<file path="src/rtl/riscv_core_decode_queue_if.sv">
// ----------------------------------------------------------------------------
// riscv_core_decode_queue_if
// Handshake bundle between fetch (IF), the decode queue and the decoder (ID).
// Signal names keep their direction prefix as seen from the queue.
//   slave  : queue view  - accepts IF push, presents ID head
//   master : environment - drives IF push, consumes ID head
// Fetch side : i_if_valid, o_if_ready, i_if_instr, i_if_pc, i_if_illegal
// Decode side: o_id_valid, i_id_ready, o_id_instr, o_id_pc, o_id_class,
//              o_id_illegal, o_id_ecall, o_id_ebreak, o_id_mret, o_id_csr_wen
// ----------------------------------------------------------------------------
interface riscv_core_decode_queue_if #(
   parameter int PC_W = 64
);
   logic            i_if_valid;
   logic            o_if_ready;
   logic [31:0]     i_if_instr;
   logic [PC_W-1:0] i_if_pc;
   logic            i_if_illegal;

   logic            o_id_valid;
   logic            i_id_ready;
   logic [31:0]     o_id_instr;
   logic [PC_W-1:0] o_id_pc;
   logic [3:0]      o_id_class;
   logic            o_id_illegal;
   logic            o_id_ecall;
   logic            o_id_ebreak;
   logic            o_id_mret;
   logic            o_id_csr_wen;

   modport slave (
      input  i_if_valid, i_if_instr, i_if_pc, i_if_illegal, i_id_ready,
      output o_if_ready, o_id_valid, o_id_instr, o_id_pc, o_id_class,
             o_id_illegal, o_id_ecall, o_id_ebreak, o_id_mret, o_id_csr_wen
   );

   modport master (
      output i_if_valid, i_if_instr, i_if_pc, i_if_illegal, i_id_ready,
      input  o_if_ready, o_id_valid, o_id_instr, o_id_pc, o_id_class,
             o_id_illegal, o_id_ecall, o_id_ebreak, o_id_mret, o_id_csr_wen
   );
endinterface

</file>
<file path="src/rtl/riscv_core_decode_queue.sv">
// ----------------------------------------------------------------------------
// riscv_core_decode_queue
// In-order decoupling FIFO between IF and ID. Each instruction is pre-decoded
// (opcode class, illegal, ecall/ebreak/mret, csr_wen) as it is pushed and the
// result is stored alongside it, so the head is presented straight from
// storage through a mux.
// Ports:
//   i_clk, i_rst_n (async, active low), i_flush (sync, beats push/pop)
//   q       : riscv_core_decode_queue_if.slave (IF push / ID pop handshake)
//   o_count : current occupancy, 0..DEPTH
// Optional feature: DECODE_QUEUE_BYPASS_EN - when the queue is empty and
//   decode is ready, the fetched instruction is forwarded combinationally and
//   never stored. Without it the minimum latency is one cycle and o_id_valid
//   comes purely from the occupancy register.
// ----------------------------------------------------------------------------
module riscv_core_decode_queue #(
   parameter int DEPTH = 4,
   parameter int PC_W  = 64
) (
   input  logic                      i_clk,
   input  logic                      i_rst_n,
   input  logic                      i_flush,
   riscv_core_decode_queue_if.slave  q,
   output logic [$clog2(DEPTH):0]    o_count
);
   localparam int PTR_W = $clog2(DEPTH);
   localparam int CNT_W = PTR_W + 1;

   typedef struct packed {
      logic [31:0]     instr;
      logic [PC_W-1:0] pc;
      logic [3:0]      cls;
      logic            illegal;
      logic            ecall;
      logic            ebreak;
      logic            mret;
      logic            csr_wen;
   } entry_t;

   function automatic entry_t predecode(input logic [31:0] instr,
                                        input logic [PC_W-1:0] pc,
                                        input logic fault);
      entry_t     e;
      logic [2:0] f3;
      e        = '0;
      e.instr  = instr;
      e.pc     = pc;
      f3       = instr[14:12];
      case (instr[6:0])
         7'b0000011: e.cls = 4'd0;
         7'b0100011: e.cls = 4'd1;
         7'b0110011: e.cls = 4'd2;
         7'b0010011: e.cls = 4'd3;
         7'b0111011: e.cls = 4'd4;
         7'b0011011: e.cls = 4'd5;
         7'b1100011: e.cls = 4'd6;
         7'b1101111: e.cls = 4'd7;
         7'b1100111: e.cls = 4'd8;
         7'b0110111: e.cls = 4'd9;
         7'b0010111: e.cls = 4'd10;
         7'b1110011: e.cls = 4'd11;
         7'b0101111: e.cls = 4'd12;
         7'b0001111: e.cls = 4'd13;
         default:    e.cls = 4'd15;
      endcase
      e.illegal = (e.cls == 4'd15) | (instr[1:0] != 2'b11) | fault;
      // Set/clear forms (funct3[1]=1) with rs1/uimm = 0 are pure CSR reads.
      e.csr_wen = (e.cls == 4'd11) & (f3 != 3'b000)
                & ~(f3[1] & (instr[19:15] == 5'd0)) & ~e.illegal;
      e.ecall   = (instr == 32'h0000_0073) & ~e.illegal;
      e.ebreak  = (instr == 32'h0010_0073) & ~e.illegal;
      e.mret    = (instr == 32'h3020_0073) & ~e.illegal;
      return e;
   endfunction

   entry_t             mem_q [DEPTH];
   entry_t             mem_d [DEPTH];
   logic [PTR_W-1:0]   wr_ptr_q, wr_ptr_d;
   logic [PTR_W-1:0]   rd_ptr_q, rd_ptr_d;
   logic [CNT_W-1:0]   count_q, count_d;

   entry_t             in_entry;
   entry_t             out_entry;
   logic               full, empty;
   logic               bypass;
   logic               push, pop;

   assign in_entry = predecode(q.i_if_instr, q.i_if_pc, q.i_if_illegal);
   assign full     = (count_q == CNT_W'(DEPTH));
   assign empty    = (count_q == '0);

`ifdef DECODE_QUEUE_BYPASS_EN
   // Zero-latency path: consumed in the same cycle, so nothing is stored.
   assign bypass = empty & q.i_if_valid & q.i_id_ready & ~i_flush;
`else
   assign bypass = 1'b0;
`endif

   // Ready is a function of occupancy only: a full queue refuses a push even
   // when the head is popped in the same cycle.
   assign push = q.i_if_valid & ~full & ~bypass;
   assign pop  = ~empty & q.i_id_ready;

   always_comb begin
      mem_d    = mem_q;
      wr_ptr_d = wr_ptr_q;
      rd_ptr_d = rd_ptr_q;
      count_d  = count_q;
      if (i_flush) begin
         wr_ptr_d = '0;
         rd_ptr_d = '0;
         count_d  = '0;
      end else begin
         if (push) begin
            mem_d[wr_ptr_q] = in_entry;
            wr_ptr_d        = wr_ptr_q + PTR_W'(1);
         end
         if (pop) begin
            rd_ptr_d = rd_ptr_q + PTR_W'(1);
         end
         case ({push, pop})
            2'b10:   count_d = count_q + CNT_W'(1);
            2'b01:   count_d = count_q - CNT_W'(1);
            default: count_d = count_q;
         endcase
      end
   end

   always_ff @(posedge i_clk or negedge i_rst_n) begin
      if (!i_rst_n) begin
         wr_ptr_q <= '0;
         rd_ptr_q <= '0;
         count_q  <= '0;
         for (int i = 0; i < DEPTH; i++) mem_q[i] <= '0;
      end else begin
         wr_ptr_q <= wr_ptr_d;
         rd_ptr_q <= rd_ptr_d;
         count_q  <= count_d;
         for (int i = 0; i < DEPTH; i++) mem_q[i] <= mem_d[i];
      end
   end

   // Payload is zeroed whenever the head is not valid.
   always_comb begin
      out_entry = '0;
      if (bypass)      out_entry = in_entry;
      else if (!empty) out_entry = mem_q[rd_ptr_q];
   end

   assign q.o_if_ready   = ~full;
   assign q.o_id_valid   = ~empty | bypass;
   assign q.o_id_instr   = out_entry.instr;
   assign q.o_id_pc      = out_entry.pc;
   assign q.o_id_class   = out_entry.cls;
   assign q.o_id_illegal = out_entry.illegal;
   assign q.o_id_ecall   = out_entry.ecall;
   assign q.o_id_ebreak  = out_entry.ebreak;
   assign q.o_id_mret    = out_entry.mret;
   assign q.o_id_csr_wen = out_entry.csr_wen;
   assign o_count        = count_q;
endmodule

</file>
<file path="src/flat_wrapper.sv">
// flat-port wrapper written by rule: the top's interface ports become plain ports
module riscv_core_decode_queue_flat 
#(
   parameter int DEPTH = 4,
   parameter int PC_W  = 64
)
  (i_clk, i_rst_n, i_flush, o_count, q_i_if_valid, q_i_if_instr, q_i_if_pc, q_i_if_illegal, q_i_id_ready, q_o_if_ready, q_o_id_valid, q_o_id_instr, q_o_id_pc, q_o_id_class, q_o_id_illegal, q_o_id_ecall, q_o_id_ebreak, q_o_id_mret, q_o_id_csr_wen);
  riscv_core_decode_queue_if #(.PC_W(PC_W)) q_i ();
  input  logic i_clk;
  input  logic i_rst_n;
  input  logic i_flush;
  output logic [$clog2(DEPTH):0] o_count;
  input wire logic [$bits(q_i.i_if_valid)-1:0] q_i_if_valid;
  input wire logic [$bits(q_i.i_if_instr)-1:0] q_i_if_instr;
  input wire logic [$bits(q_i.i_if_pc)-1:0] q_i_if_pc;
  input wire logic [$bits(q_i.i_if_illegal)-1:0] q_i_if_illegal;
  input wire logic [$bits(q_i.i_id_ready)-1:0] q_i_id_ready;
  output wire logic [$bits(q_i.o_if_ready)-1:0] q_o_if_ready;
  output wire logic [$bits(q_i.o_id_valid)-1:0] q_o_id_valid;
  output wire logic [$bits(q_i.o_id_instr)-1:0] q_o_id_instr;
  output wire logic [$bits(q_i.o_id_pc)-1:0] q_o_id_pc;
  output wire logic [$bits(q_i.o_id_class)-1:0] q_o_id_class;
  output wire logic [$bits(q_i.o_id_illegal)-1:0] q_o_id_illegal;
  output wire logic [$bits(q_i.o_id_ecall)-1:0] q_o_id_ecall;
  output wire logic [$bits(q_i.o_id_ebreak)-1:0] q_o_id_ebreak;
  output wire logic [$bits(q_i.o_id_mret)-1:0] q_o_id_mret;
  output wire logic [$bits(q_i.o_id_csr_wen)-1:0] q_o_id_csr_wen;
  assign q_i.i_if_valid = q_i_if_valid;
  assign q_i.i_if_instr = q_i_if_instr;
  assign q_i.i_if_pc = q_i_if_pc;
  assign q_i.i_if_illegal = q_i_if_illegal;
  assign q_i.i_id_ready = q_i_id_ready;
  assign q_o_if_ready = q_i.o_if_ready;
  assign q_o_id_valid = q_i.o_id_valid;
  assign q_o_id_instr = q_i.o_id_instr;
  assign q_o_id_pc = q_i.o_id_pc;
  assign q_o_id_class = q_i.o_id_class;
  assign q_o_id_illegal = q_i.o_id_illegal;
  assign q_o_id_ecall = q_i.o_id_ecall;
  assign q_o_id_ebreak = q_i.o_id_ebreak;
  assign q_o_id_mret = q_i.o_id_mret;
  assign q_o_id_csr_wen = q_i.o_id_csr_wen;
  riscv_core_decode_queue #(.DEPTH(DEPTH), .PC_W(PC_W)) u_core (.i_clk(i_clk), .i_rst_n(i_rst_n), .i_flush(i_flush), .q(q_i), .o_count(o_count));
endmodule
</file>
<file path="config.mk">
export PLATFORM = sky130hd
export DESIGN_NAME = riscv_core_decode_queue_flat
export DESIGN_NICKNAME = d
export VERILOG_FILES = /design/src/rtl/riscv_core_decode_queue_if.sv /design/src/rtl/riscv_core_decode_queue.sv /design/src/flat_wrapper.sv
export SDC_FILE = /design/constraint.sdc
export NUM_CORES = 1
export LEC_CHECK = 0
export BUFFER_PORTS_ARGS = -buffer_cell sky130_fd_sc_hd__clkbuf_2
export CORE_UTILIZATION = 30
export DETAILED_ROUTE_END_ITERATION = 12
export GPL_ROUTABILITY_DRIVEN = 0
export HOLD_SLACK_MARGIN = 0.1
export PLACE_DENSITY_LB_ADDON = 0.3
export SYNTH_ARGS = -nofsm -noshare
export SYNTH_HDL_FRONTEND = slang
export SYNTH_SLANG_ARGS = --single-unit
</file>
<file path="constraint.sdc">
create_clock -name i_clk -period 1.9 [get_ports i_clk]
set_input_delay 0.38 -clock i_clk [delete_from_list [all_inputs] [get_ports i_clk]]
set_output_delay 0.38 -clock i_clk [all_outputs]
set_load 0.01 [all_outputs]
</file>
; ---- After elaboration in Yosys (flattened, before gate mapping)
; Index checks and enable logic that the tools add are counted.
[totals]
ff_bits = 427
in_bits = 102
output_inout_bits = 110
wordCells = 105
[classes]
add_sub_neg = 4
magnitude_cmp = 3
eq_ne = 23
n_mux = 14
bitwise_logic = 18
n_reduce_logical = 8
[op_table]
columns = cell, count
row1 = 420-bit bitwise mux, 1
row2 = 105-bit 2-to-1 mux, 4
row3 = 105-bit binary-select mux with 2-bit select, 1
row4 = 105-bit demux with 2-bit select, 1
row5 = 4-bit one-hot mux with 14 select lines, 1
row6 = "7-bit by 6-bit == test with 1-bit output, second input constant", 5
row7 = "32-bit by 21-bit == test with 1-bit output, second input constant", 1
row8 = "32-bit by 30-bit == test with 1-bit output, second input constant", 1
row9 = "32-bit by 7-bit == test with 1-bit output, second input constant", 1
row10 = "7-bit == test, second input constant", 4
row11 = "7-bit by 5-bit == test with 1-bit output, second input constant", 3
row12 = 1-bit bitwise AND, 9
row13 = "4-bit == test, second input constant", 2
row14 = 2-bit 2-to-1 mux, 4
row15 = "7-bit by 2-bit == test with 1-bit output, second input constant", 1
row16 = "7-bit by 4-bit == test with 1-bit output, second input constant", 1
row17 = "3-bit greater-or-equal comparator, second input constant", 2
row18 = 2-bit inverter with 3-bit output, 2
row19 = 3-bit one-hot mux with 2 select lines, 1
row20 = 3-bit nonzero test, 2
row21 = 5-bit logical NOT, 1
row22 = 1-bit inverter, 5
row23 = "2-bit by 1-bit adder with 2-bit output, second input constant", 2
row24 = 2-bit nonzero test, 2
row25 = other kinds (12), 13

; ---- Longest topological paths before layout
[logic_depth]
depth_word = 8
depth_mapped = 9

; ---- Worst setup path before layout
; OpenSTA, ideal clock, no wires.
[synth_path]
path_kind = flip-flop to flip-flop
startpoint = register u_core.count_q[0] (netlist: u_core.o_count[0])
endpoint = register u_core.count_q[2] (netlist: u_core.o_count[2])
setup_ps = 125
arrival_ps = 1963
setup_slack_ps = -188
stages_incl_launch_ff = 7
period_less_slack_ps = 2088
path_cell_list = dfrtp_1 -> nor3b_2 -> inv_2 -> a21oi_4 -> fa_1 -> mux2i_1 -> mux2_2
[synth_via]
elab_chain_len = 6
word_cells_on_any_way = 13
[synth_lines]
columns = item, line_no
row1 = from (decl), riscv_core_decode_queue.sv:80  ; logic [CNT_W-1:0] count_q, count_d;
row2 = from (signal assigned), riscv_core_decode_queue.sv:138  ; count_q <= count_d;
row3 = 3-bit == test *, riscv_core_decode_queue.sv:89  ; assign full = (count_q == CNT_W'(DEPTH));
row4 = 1-bit inverter *, -
row5 = via q_o_if_ready, flat_wrapper.sv:18  ; output wire logic [$bits(q_i.o_if_ready)-1:0] q_o_if_ready;
row6 = 1-bit bitwise AND *, riscv_core_decode_queue.sv:101  ; assign push = q.i_if_valid & ~full & ~bypass;
row7 = 2-bit by 1-bit == test with 1-bit output or 2-bit == test (tied branches), riscv_core_decode_queue.sv:121  ; case ({push, pop})
row8 = 3-bit one-hot mux with 2 select lines, riscv_core_decode_queue.sv:121
row9 = 3-bit 2-to-1 mux, riscv_core_decode_queue.sv:109  ; if (i_flush) begin
; The timed path passes the listed nets; every way through them passes the cells marked *.
; A chain may end at the register's enable or synchronous reset.

; ---- Worst setup path in the final report
[layout_path]
startpoint = register u_core.rd_ptr_q[0]
endpoint = output port q_o_id_instr[30]
[layout_via]
elab_chain_len = 5
[layout_lines]
columns = item, line_no
row1 = from (decl), riscv_core_decode_queue.sv:79  ; logic [PTR_W-1:0] rd_ptr_q, rd_ptr_d;
row2 = from (signal assigned), riscv_core_decode_queue.sv:137  ; rd_ptr_q <= rd_ptr_d;
row3 = 2-bit inverter with 3-bit output (implied by the code), riscv_core_decode_queue.sv:147  ; else if (!empty) out_entry = mem_q[rd_ptr_q];
row4 = 105-bit binary-select mux with 2-bit select, riscv_core_decode_queue.sv:147
row5 = 105-bit 2-to-1 mux (implied by the code) (2 in a row), riscv_core_decode_queue.sv:147
row6 = 105-bit 2-to-1 mux, riscv_core_decode_queue.sv:147
row7 = to (decl), flat_wrapper.sv:20  ; output wire logic [$bits(q_i.o_id_instr)-1:0] q_o_id_instr;
; Every way passes these cells. The select of a mux whose other input is x is not followed.

==> flow_summary_export.csv <==
group,metric,value,unit
clock_tree,cts_tree,"done",
timing,finalHoldViolations,0,
synthesis,synth-async-reset-ratio,1.000,
timing,worst_slack,-0.7184,ns
synthesis,synth.ff_latch_count,427,
placed_design,dpl-instance-area,22570,µm²
timing,fin_worst_hold_slack,0.1289,ns
clock_tree,clk_pin_slew,0.06,ns
timing,worst_case_clock_skew,0.01747,ns
floorplanning,initial_utilization,0.3047,
placed_design,numPortBuffers,211,
synthesis,syn_inst,2075,
power,leakage_power,12.91,nW
synthesis,netlist_area,19680,µm²
floorplanning,placement_rows,93,
setup_path,cp.arrival,2.24,ns
floorplanning,top_level_ports,212,
synthesis,synthesis.area_per_instance,9.484,µm²
cells_and_area,finish.instance_area,25580,µm²
clock_tree,ctsHtreeMaxLevel,2,
outcome,outcome,"finished, violations left",
timing,max_slew_margin,0.6758,
placed_design,detailedPlacementHpwl,37220,µm
grt,grt_pass1_wl,95280,µm
grt,grt_use_total,0.1822,
floorplanning,die_outline_height,258.1,µm
floorplanning,core_area,64580,µm²
synthesis,number_of_warnings_issued_by_yosys,0,
clock_tree,cts-root-to-sink-buffers,3,
synthesis,proportion_of_synthesized_chip_area_in_sequential_cells,0.5429,
cells_and_area,synthToLayoutAreaGrowth,29.98,%
route,dr.pass1.iters,5,
synthesis,unique_cell_type_count_in_the_yosys_netlist,53,
route,vias,15930,
timing,slew_viol_final,0,
clock_tree,insertion_delay,0.61,ns
outcome,failed_checks,"setup timing",
route,postRouteWirelength,61820,µm
timing,maxClockFrequency,381.9,MHz
setup_path,crit_required,1.52,ns
floorplanning,dieWidth,258.1,µm
timing,final_period_minus_worst_setup_slack,2.618,ns
worst_hold_path,hold_class,"input pin to flop",
clock_tree,numClockSinks,427,
route,drt_iter0_markers,1109,
grt,grt_remaining_overflow,0,
route,via_per_inst,4.816,
setup_path,crit_path_start_kind,"flop",
synthesis,synth_flop_cell,"sky130_fd_sc_hd__dfrtp_1",
cells_and_area,num-fill-cells,6290,
clock_tree,numCtsBuffers,50,
route,wl_per_cell,18.69,µm
cells_and_area,num-nets-final,2520,
setup_path,rr_startpoint,"u_core.o_count[1]",
route,route.detailed.drc,0,
timing,rsz0062_at_grt,"true",
grt,maximum_number_of_pins_on_one_net_before_global_route_repair,72,
power,power_density,1543,nW/µm²
setup_path,crit_path_start,"u_core.rd_ptr_q[0]",
power,vdd_drop_max,0.8037,mV
grt,grt_antenna_before_repair,3,
clock_tree,root_buffer,"sky130_fd_sc_hd__clkbuf_16",
worst_hold_path,holdCritStartpoint,"q_i_if_instr[19]",
cells_and_area,layout-drive-gt1-share,0.2457,
route,count_of_nets_left_with_antenna_violations_after_detail_routing,0,
grt,grt_pass1_vias,16850,
synthesis,syn_nets,2182,
setup_path,kind_of_end_point_of_the_critical_path,"output pin",
synthesis,synth_enable_flop_cells,0,
cells_and_area,final_core_util,0.3961,
setup_path,crit_fanout,15,
setup_path,timing_worst_setup_path_type,"flop to output pin",
timing,finalSetupViolations,108,
timing,timing.final.crit_share,1.378,
floorplanning,floorplan.die_area,66630,µm²
timing,worstMarginPinSlew,0.4787,ns
job,cap_viol_max_count,0,
## what timing repair did
action	CTS	global route
hold endpoints to repair	545	0
pin swaps	1	8
resized for setup	41	26
gates cloned	0	7
setup buffers	6	12
hold buffers	88	0
endpoints found under the setup margin	107	404
## routing by layer
layer / part of all wire / up-vias / global-route usage
met2: 0.48 / 516 / 0.3051
met3: 0.064 / 97 / 0.03308
li1: - / 7300 / -
met5: 0.00021 / - / 0
met4: 0.025 / 2 / 0.06098
met1: 0.43 / 8011 / 0.2374
## placed cells by master (no fill, tap or decap), drive strengths merged, types with 3 or more instances in the layout
master and count:
buf 125, nor2b 3, clkbuf 289, nand3b 4, nand2 1161, clkinv 6, nor4 3, a31oi 4
or3 5, a21oi 9, inv 7, o31ai 5, mux2 14, o21ai 23, mux4 105, dlygate4sd3 88
and2 107, ha 4, xnor2 3, nor3 10, dfrtp 427, nor2 16
## cell type report
| class | count | area (µm²) | area share |
|---|---|---|---|
| clock buffers | 78 | 1486 | 0.05811 |
| inverters | 5 | 18.77 | 0.0007337 |
| flip-flops and latches | 427 | 10700 | 0.4181 |
| diodes | 2 | 5.005 | 0.0001956 |
| multi-input cells | 1505 | 8559 | 0.3346 |
| clock inverters | 11 | 148.9 | 0.005820 |
| repair buffers | 424 | 3596 | 0.1406 |
| well taps | 855 | 1070 | 0.04182 |
## cell usage after synthesis (2+ instances only)
cell,instances,area share
sky130_fd_sc_hd__o21ai_0,23,0.0058
sky130_fd_sc_hd__dfrtp_1,427,0.54
sky130_fd_sc_hd__a221oi_1,2,0.00089
sky130_fd_sc_hd__and2_1,107,0.034
sky130_fd_sc_hd__nor3_1,10,0.0025
sky130_fd_sc_hd__mux4_2,105,0.12
sky130_fd_sc_hd__nand2b_1,2,0.00064
sky130_fd_sc_hd__a21oi_1,8,0.0020
sky130_fd_sc_hd__mux2_2,14,0.0080
sky130_fd_sc_hd__o31ai_2,4,0.0025
sky130_fd_sc_hd__nor2_1,16,0.0031
sky130_fd_sc_hd__buf_2,49,0.012
sky130_fd_sc_hd__a31oi_1,4,0.0013
sky130_fd_sc_hd__nor4_4,2,0.0022
sky130_fd_sc_hd__nand3_1,2,0.00051
sky130_fd_sc_hd__nand3b_1,4,0.0015
sky130_fd_sc_hd__or3_1,5,0.0016
sky130_fd_sc_hd__inv_1,4,0.00076
sky130_fd_sc_hd__buf_1,17,0.0032
sky130_fd_sc_hd__nand2_1,1161,0.22
sky130_fd_sc_hd__clkbuf_1,70,0.013
sky130_fd_sc_hd__xnor2_1,3,0.0013
sky130_fd_sc_hd__nor2b_1,3,0.00095
sky130_fd_sc_hd__ha_1,4,0.0025
## worst paths after layout
path / endpoint / slack (ns) / depth (start not counted)
hold reg to reg: u_core.mem_q[118] / 0.47 / 2
setup / recovery: q_o_id_instr[30] / -0.72 / 5
hold / removal: u_core.mem_q[302] / 0.13 / 4
min in group asynchronous: u_core.mem_q[352] / 0.28 / 2
max in group asynchronous: u_core.mem_q[305] / 0.81 / 4
setup reg to reg: u_core.o_count[2] / -0.08 / 8
## through the flow
step,power [mW],TNS (ns),worst slack [ns],instances
after CTS,39.29,-77.57,-0.8002,3289
after floorplan,23.02,-0.04615,-0.04615,2075
after global routing,42.04,-80.12,-0.8133,3307
after detailed placement,28.69,-11.12,-0.2358,3106
final,39.47,-70.55,-0.7184,3307
after global placement,28.20,-9.938,-0.1828,3106
## kinds of logic after synthesis
group,after synthesis,share of synthesized area
compound gates,51,0.01736
mux,120,0.1287
xor+xnor,4,0.001780
flops,427,0.5429
buf+inv,143,0.03064
fa+ha+maj,5,0.003560
simple gates,1325,0.2750
## state kept, by name, summed over array words and instances (netlist names)
register	cells
u_core.mem_q	420
u_core.o_count	3
u_core.rd_ptr_q	2
u_core.wr_ptr_q	2
## where the power goes
| group | leakage, nW | switching [mW] | internal, mW |
|---|---|---|---|
| logic | 6.64 | 7.25 | 7.62 |
| registers | 5.47 | 2.10 | 12.8 |
| clock network | 0.802 | 4.01 | 5.65 |
| total | 12.9 | 13.3 | 26.1 |
## critical path, stage by stage, from the launching register on
cell	delay, ns
sky130_fd_sc_hd__dfrtp_4	0.46
sky130_fd_sc_hd__buf_12	0.20
sky130_fd_sc_hd__buf_12	0.17
sky130_fd_sc_hd__mux4_2	0.52
sky130_fd_sc_hd__and2_4	0.17
sky130_fd_sc_hd__clkbuf_2	0.12
Power figures use the tool's default switching activity.
